[config.mk]
export PLATFORM = sky130hd
export DESIGN_NAME = ram_fill_seq
export DESIGN_NICKNAME = d
export VERILOG_FILES = /design/src/rtl/ram_fill_seq.sv
export SDC_FILE = /design/constraint.sdc
export NUM_CORES = 1
export LEC_CHECK = 0
export CORE_UTILIZATION = 30
export DETAILED_ROUTE_END_ITERATION = 10
export PLACE_DENSITY_LB_ADDON = 0.3
export SLEW_MARGIN = 30
export SYNTH_ARGS = -nofsm -noshare
export SYNTH_HDL_FRONTEND = slang
export SYNTH_SLANG_ARGS = --single-unit
[constraint.sdc]
create_clock -name clk -period 2 [get_ports clk]
set_input_delay 0.3 -clock clk [delete_from_list [all_inputs] [get_ports clk]]
set_output_delay 0.3 -clock clk [all_outputs]
set_load 0.01 [all_outputs]
[src/rtl/ram_fill_seq.sv]
// Memory-initialisation sequencer: walks a single-port RAM from 0 to DEPTH-1,
// writing one pattern word per granted cycle, with abort and a completion pulse.
module ram_fill_seq #(
   parameter int ADDR_W = 8,
   parameter int DATA_W = 8,
   parameter int DEPTH  = 256
) (
   input  logic              clk,
   input  logic              rst,
   input  logic              start,
   input  logic              abort,
   input  logic [1:0]        mode,
   input  logic [DATA_W-1:0] seed,
   input  logic              grant,
   output logic [ADDR_W-1:0] address,
   output logic [DATA_W-1:0] data,
   output logic              wr_en,
   output logic              task_on,
   output logic              busy,
   output logic              fin_strobe
);

   localparam int IDX_W = $clog2(DEPTH + 1);
   localparam int PW    = (DATA_W > IDX_W) ? DATA_W : IDX_W;
   localparam int AXW   = (ADDR_W > IDX_W) ? ADDR_W : IDX_W;

   if (DEPTH < 1 || DEPTH > (1 << ADDR_W)) begin : g_depth_check
      $error("ram_fill_seq: DEPTH must be in 1..2**ADDR_W");
   end

   typedef enum logic [1:0] {IDLE, RUN, DONE} state_t;

   state_t            state;
   logic [IDX_W-1:0]  idx;
   logic [1:0]        mode_q;
   logic [DATA_W-1:0] seed_q;
   logic [PW-1:0]     idx_p;
   logic [PW-1:0]     pat;
   logic [AXW-1:0]    idx_a;

   always_ff @(posedge clk) begin
      if (rst) begin
         state  <= IDLE;
         idx    <= '0;
         mode_q <= 2'd0;
         seed_q <= '0;
      end else begin
         case (state)
            IDLE: begin
               if (start) begin
                  mode_q <= mode;
                  seed_q <= seed;
                  idx    <= '0;
                  state  <= RUN;
               end
            end
            RUN: begin
               // abort wins over grant: the cycle it is seen carries no write
               if (abort) begin
                  idx   <= '0;
                  state <= IDLE;
               end else if (grant) begin
                  idx <= idx + IDX_W'(1);
                  if (idx == IDX_W'(DEPTH - 1)) state <= DONE;
               end
            end
            DONE: begin
               idx   <= '0;
               state <= IDLE;
            end
            default: begin
               idx   <= '0;
               state <= IDLE;
            end
         endcase
      end
   end

   assign task_on    = (state == RUN);
   assign busy       = (state != IDLE);
   assign fin_strobe = (state == DONE);
   assign wr_en      = (state == RUN) && grant && !abort;

   // Pattern is formed at the wider of index/data width, then cut to DATA_W.
   always_comb begin
      idx_p = PW'(idx);
      case (mode_q)
         2'd0:    pat = idx_p;
         2'd1:    pat = PW'(seed_q);
         2'd2:    pat = PW'(DEPTH - 1) - idx_p;
         default: pat = idx_p ^ PW'(seed_q);
      endcase
   end

   assign data  = pat[DATA_W-1:0];
   assign idx_a = AXW'(idx);
   assign address = idx_a[ADDR_W-1:0];

endmodule

=== Word level (Yosys, flattened, before mapping) ===
Cells that the tools add are included.

* Flip-flop bits (word level): 21
* Bits of input ports: 15
* Output and inout port bits: 20
* Logic and storage cells: 34

* $add $sub $neg: 2
* Equality and inequality tests: 8
* Muxes and demuxes: 10
* Bitwise gates (word level): 1
* Reductions and logical operators: 9

{| class="wikitable"
|+ Operators with widths
! cell !! count
|-
| 9-bit 2-to-1 mux || 3
|-
| 8-bit case mux with 3 select lines || 1
|-
| 9-bit case mux with 2 select lines || 1
|-
| 9-bit by 1-bit adder with 9-bit output, second input constant || 1
|-
| 9-bit by 8-bit equality test with 1-bit output, second input constant || 1
|-
| 2-bit 2-to-1 mux || 4
|-
| 8-bit subtractor, first input constant || 1
|-
| 8-bit bitwise XOR || 1
|-
| 2-bit by 1-bit equality test with 1-bit output, second input constant || 2
|-
| 2-bit equality test, second input constant || 2
|-
| 2-bit zero test || 2
|-
| 2-bit case mux with 2 select lines || 1
|-
| 2-bit AND reduction || 2
|-
| 3-bit by 2-bit inequality test with 1-bit output, second input constant || 1
|-
| 3-bit inequality test, second input constant || 1
|-
| 3-bit AND reduction || 1
|-
| 1-bit logical AND || 2
|-
| 2-bit inequality test, second input constant || 1
|-
| 2-bit nonzero test || 1
|-
| 1-bit zero test || 1
|}

=== Longest topological paths before layout ===
Gate-level depths: netlist (run 1).

* Depth in word-level cells: 5
* Gate-level depth with buffers: 8

=== Worst setup path after synthesis (run 1) ===
No wires, ideal clock.

* Path kind: in2reg
* From: input rst
* To: register idx[5]
* Library setup time: 0.060 ns
* Data arrival time: 1.418 ns
* Required time: 1.940 ns
* Path slack: 0.522 ns
* Stages: 4
* Path buffers: 1
* Cells stage by stage: buf_1 a2111o_1 or4_1 nand2_1

{| class="wikitable"
|+ RTL lines
! element !! line !! RTL
|-
| start: declaration || 9 || <nowiki>input logic rst,</nowiki>
|-
| end signal: assignment || 63 || <nowiki>idx <= idx + IDX_W'(1);</nowiki>
|-
| end: declaration || 34 || <nowiki>logic [IDX_W-1:0] idx;</nowiki>
|}

=== Final worst setup path (run 1) ===
* From: input grant
* To: output wr_en

* Word-level cells in the longest chain between the ends: 2

{| class="wikitable"
|+ RTL lines
! element !! line !! RTL
|-
| start: declaration || 14 || <nowiki>input logic grant,</nowiki>
|-
| 1-bit logical AND (2 in series) || 82 || <nowiki>assign wr_en = (state == RUN) && grant && !abort;</nowiki>
|-
| end: declaration || 17 || <nowiki>output logic wr_en,</nowiki>
|}

No other way between the ends.

==> results.md, run 1 <==
* PortBufs at 34
* Final Hold Viols at 0
* Crit path max fanout at 2
* Worst-margin pin slew at about 0.6 ns
* Mapped cell area at around 1200 um2
* Fin nets at 203
* Final Cell Area at ~1700 um2
* FMAX at between 500 and 600 MHz
* Psw at ~0.23 mW
* Final min period at approximately 1.9 ns
* Most frequent cells in the layout: 25 x clkdlybuf4s50_1, 20 x nor2_1, 20 x dfxtp_1
* Clock tree sinks at 21
* Fillers at 394
* Vias in the first global route at ~1100
* Worst skew pair latency at 0.26 ns
* Worst Setup End Kind: output pin
* Total global routing overflow at 0
* Hold slack at approximately 0.49 ns
* Cts hold-fix bufs at 0
* Crit Reg-Reg Startpoint: idx[2]
* # DRC at 0
* Drt first pass iters at 4
* Post-Syn Instances at 153
* Ys flop type: dfxtp_1
* Worst vdd ir at ~0.00053 V
* Sequential fraction of the synthesis area at a little over a third
* Hold_sp: idx[8]
* Power Total at 0.906 mW
* ANT nets after route at 0
* Crit path DAT at ~1.6 ns
* Largest net degree at the start of global routing at 16
* # rows at 22
* Asr flop ratio synth at 0%
* Gpl congestion at between 0.8 and 0.9
* Gr usage total at ~14%
* Power share of the sequential group at 49.0%
* H-tree depth at 1
* DR iter-0 viols at 43
* Unique masters post-synth at 37
* Worst Path Required at ~1.7 ns
* Die Ht at ~65 um
* Commonest non-fill, non-tap cell in the layout: clkdlybuf4s50_1
* Ports at 35
* Initial antenna violation count at 0
* Switching Share at between 20% and 30%
* RSZ-0062 raised after global routing: no
* PwrDens at 548 nW/um2
* Max-cap viol count at 0
* Yosys Warn Count at 0
* Clock transition at the registers of the reported paths at about 0.070 ns
* Die Area at 4290 um2
* Crit Path Category: primary input to output pin
* First-pass GRT wire length at around 4600 um
* Critical Path Source Type: primary input
* # setup viols final at 0
* EDFF count, synth at 0
* ANT cells at 0
* Syn nets at 170
* FF+latch count, synth at 21
* Dpl cell area at between 1500 and 2000 um2
* Comb power frac at about a fifth
* Clock skew at 0.00617 ns
* Die Width at 65.5 um
* Final critical-path share of the clock period at 97.2%
* CTS tree: done
* Internal power at between 0.6 and 0.7 mW
* DP Wirelength at around 2300 um
* WL final at between 2000 and 3000 um
* Slew HR at 58.3%
* Layout cells sized above 1 at a little under an eighth
* Mean Syn Cell Area at roughly 7.9 um2
* Final slew viol count at 0
* Critical Path Start: grant
* Clock buffer depth at 2
* Hold/Removal Path Class: flop to flop
* Area Overhead vs Synth at 36.6%
* Via count at 1151
* Post-CTS Repair Setup Buffers at 0
* Status: finished, final reports clean
* CTS root buffer: clkbuf_8
* Vias per std cell at approximately 5
* Core Box Area at roughly 3800 um2
* Num CTS Buffers at 3
* Leak at 0.721 nW
* Drt wl/cell at about 12 um
* Final Core Density at 43.8%
* Initial core utilization at between 30% and 40%
* Clk pwr share at between 20% and 30%
==> final timing paths <==
check,endpoint,slack (ns),depth (start not counted)
min,idx[8],0.49,2
max,wr_en,0.06,4
min reg2reg,idx[8],0.49,2
max reg2reg,state[0],0.46,7
==> power groups by stage <==
stage,Sequential [mW],Clock [mW],Combinational (mW)
6_report,0.444,0.269,0.193
5_1_grt,0.446,0.303,0.211
4_1_cts,0.444,0.282,0.199
3_5_place_dp,0.453,0,0.201
3_3_place_gp,0.452,0,0.196
2_1_floorplan,0.449,0,0.103
==> final cells by class <==
class / instances / area [um2] / area share, %
Clock buffer: 3 / 41.3 / 2.50
Inverter: 4 / 15.0 / 0.909
Tap cell: 48 / 60.1 / 3.64
Timing Repair Buffer: 44 / 427 / 25.8
Sequential cell: 21 / 422 / 25.5
Multi-Input combinational cell: 112 / 682 / 41.3
Clock inverter: 1 / 5.00 / 0.303
==> registers in the layout, summed over array words and instances, names as in the netlist <==
signal and count:
idx 9, mode_q 2, seed_q 8, state 2
==> per-stage QoR <==
stage / cells / setup TNS (ns) / worst slack [ns]
global placement: 229 / -0.218 / -0.218
detailed placement: 229 / -0.208 / -0.208
CTS: 233 / 0 / 0.000734
floorplan: 153 / 0 / 0.522
global route: 233 / 0 / 0.00927
finish: 233 / 0 / 0.0560
==> worst max-delay path, cell delays in order <==
cell and delay [ns]:
clkdlybuf4s50_1 0.47, or4bb_4 0.54, inv_2 0.07, dlygate4sd2_1 0.26
==> timing repair <==
item	CTS	global route
gates cloned	0	0
endpoints found under the setup margin	9	6
resized for setup	5	6
==> cell families (layout without fill, tap and decap cells) <==
family / after synthesis / in the layout / share of synthesized area, %
mux: 9 / 9 / 7.45
buf+inv: 20 / 52 / 9.52
compound gates: 35 / 35 / 16.3
xor+xnor: 3 / 3 / 2.17
fa+ha+maj: 2 / 2 / 2.07
flops: 21 / 21 / 34.8
simple gates: 63 / 63 / 27.7
==> synth_stat cells, types with 2 or more instances <==
master	instances	area (um2)
or3_1	3	18.8
clkbuf_1	4	15.0
o21ai_0	15	75.1
o21a_1	2	15.0
inv_1	3	11.3
nor2_1	20	75.1
a21oi_1	12	60.1
xor2_1	3	26.3
buf_4	8	60.1
buf_2	2	10.0
nand3_1	11	55.1
nand4_1	2	12.5
mux2i_1	9	90.1
nand2b_1	7	43.8
ha_1	2	25.0
nand2_1	6	22.5
nor3_1	2	10.0
nor2b_1	2	12.5
nor3b_1	2	15.0
dfxtp_1	21	420
==> per-layer routing <==
layer | global-route usage [%] | wire [um] | up-vias | share of wire [%]
li1 | - | - | 593 | -
met1 | 14.5 | 1150 | 537 | 41
met2 | 27.1 | 1520 | 19 | 54
met3 | 3.65 | 114 | 2 | 4.1
met4 | 3.53 | 17 | 0 | 0.61
met5 | 0 | 0 | - | 0
No activity file was read; power rests on OpenSTA's default activity.
==> run 2, diff against run 1 <==
--- a/config.mk
+++ b/config.mk
@@ -5,6 +5,7 @@
 export SDC_FILE = /design/constraint.sdc
 export NUM_CORES = 1
 export LEC_CHECK = 0
+export ABC_CLOCK_PERIOD_IN_PS = 2000
 export CORE_UTILIZATION = 30
 export DETAILED_ROUTE_END_ITERATION = 10
 export PLACE_DENSITY_LB_ADDON = 0.3
==> results of run 2 <==
Same layout as run 1: the final DEF is identical, and so are final timing and power.
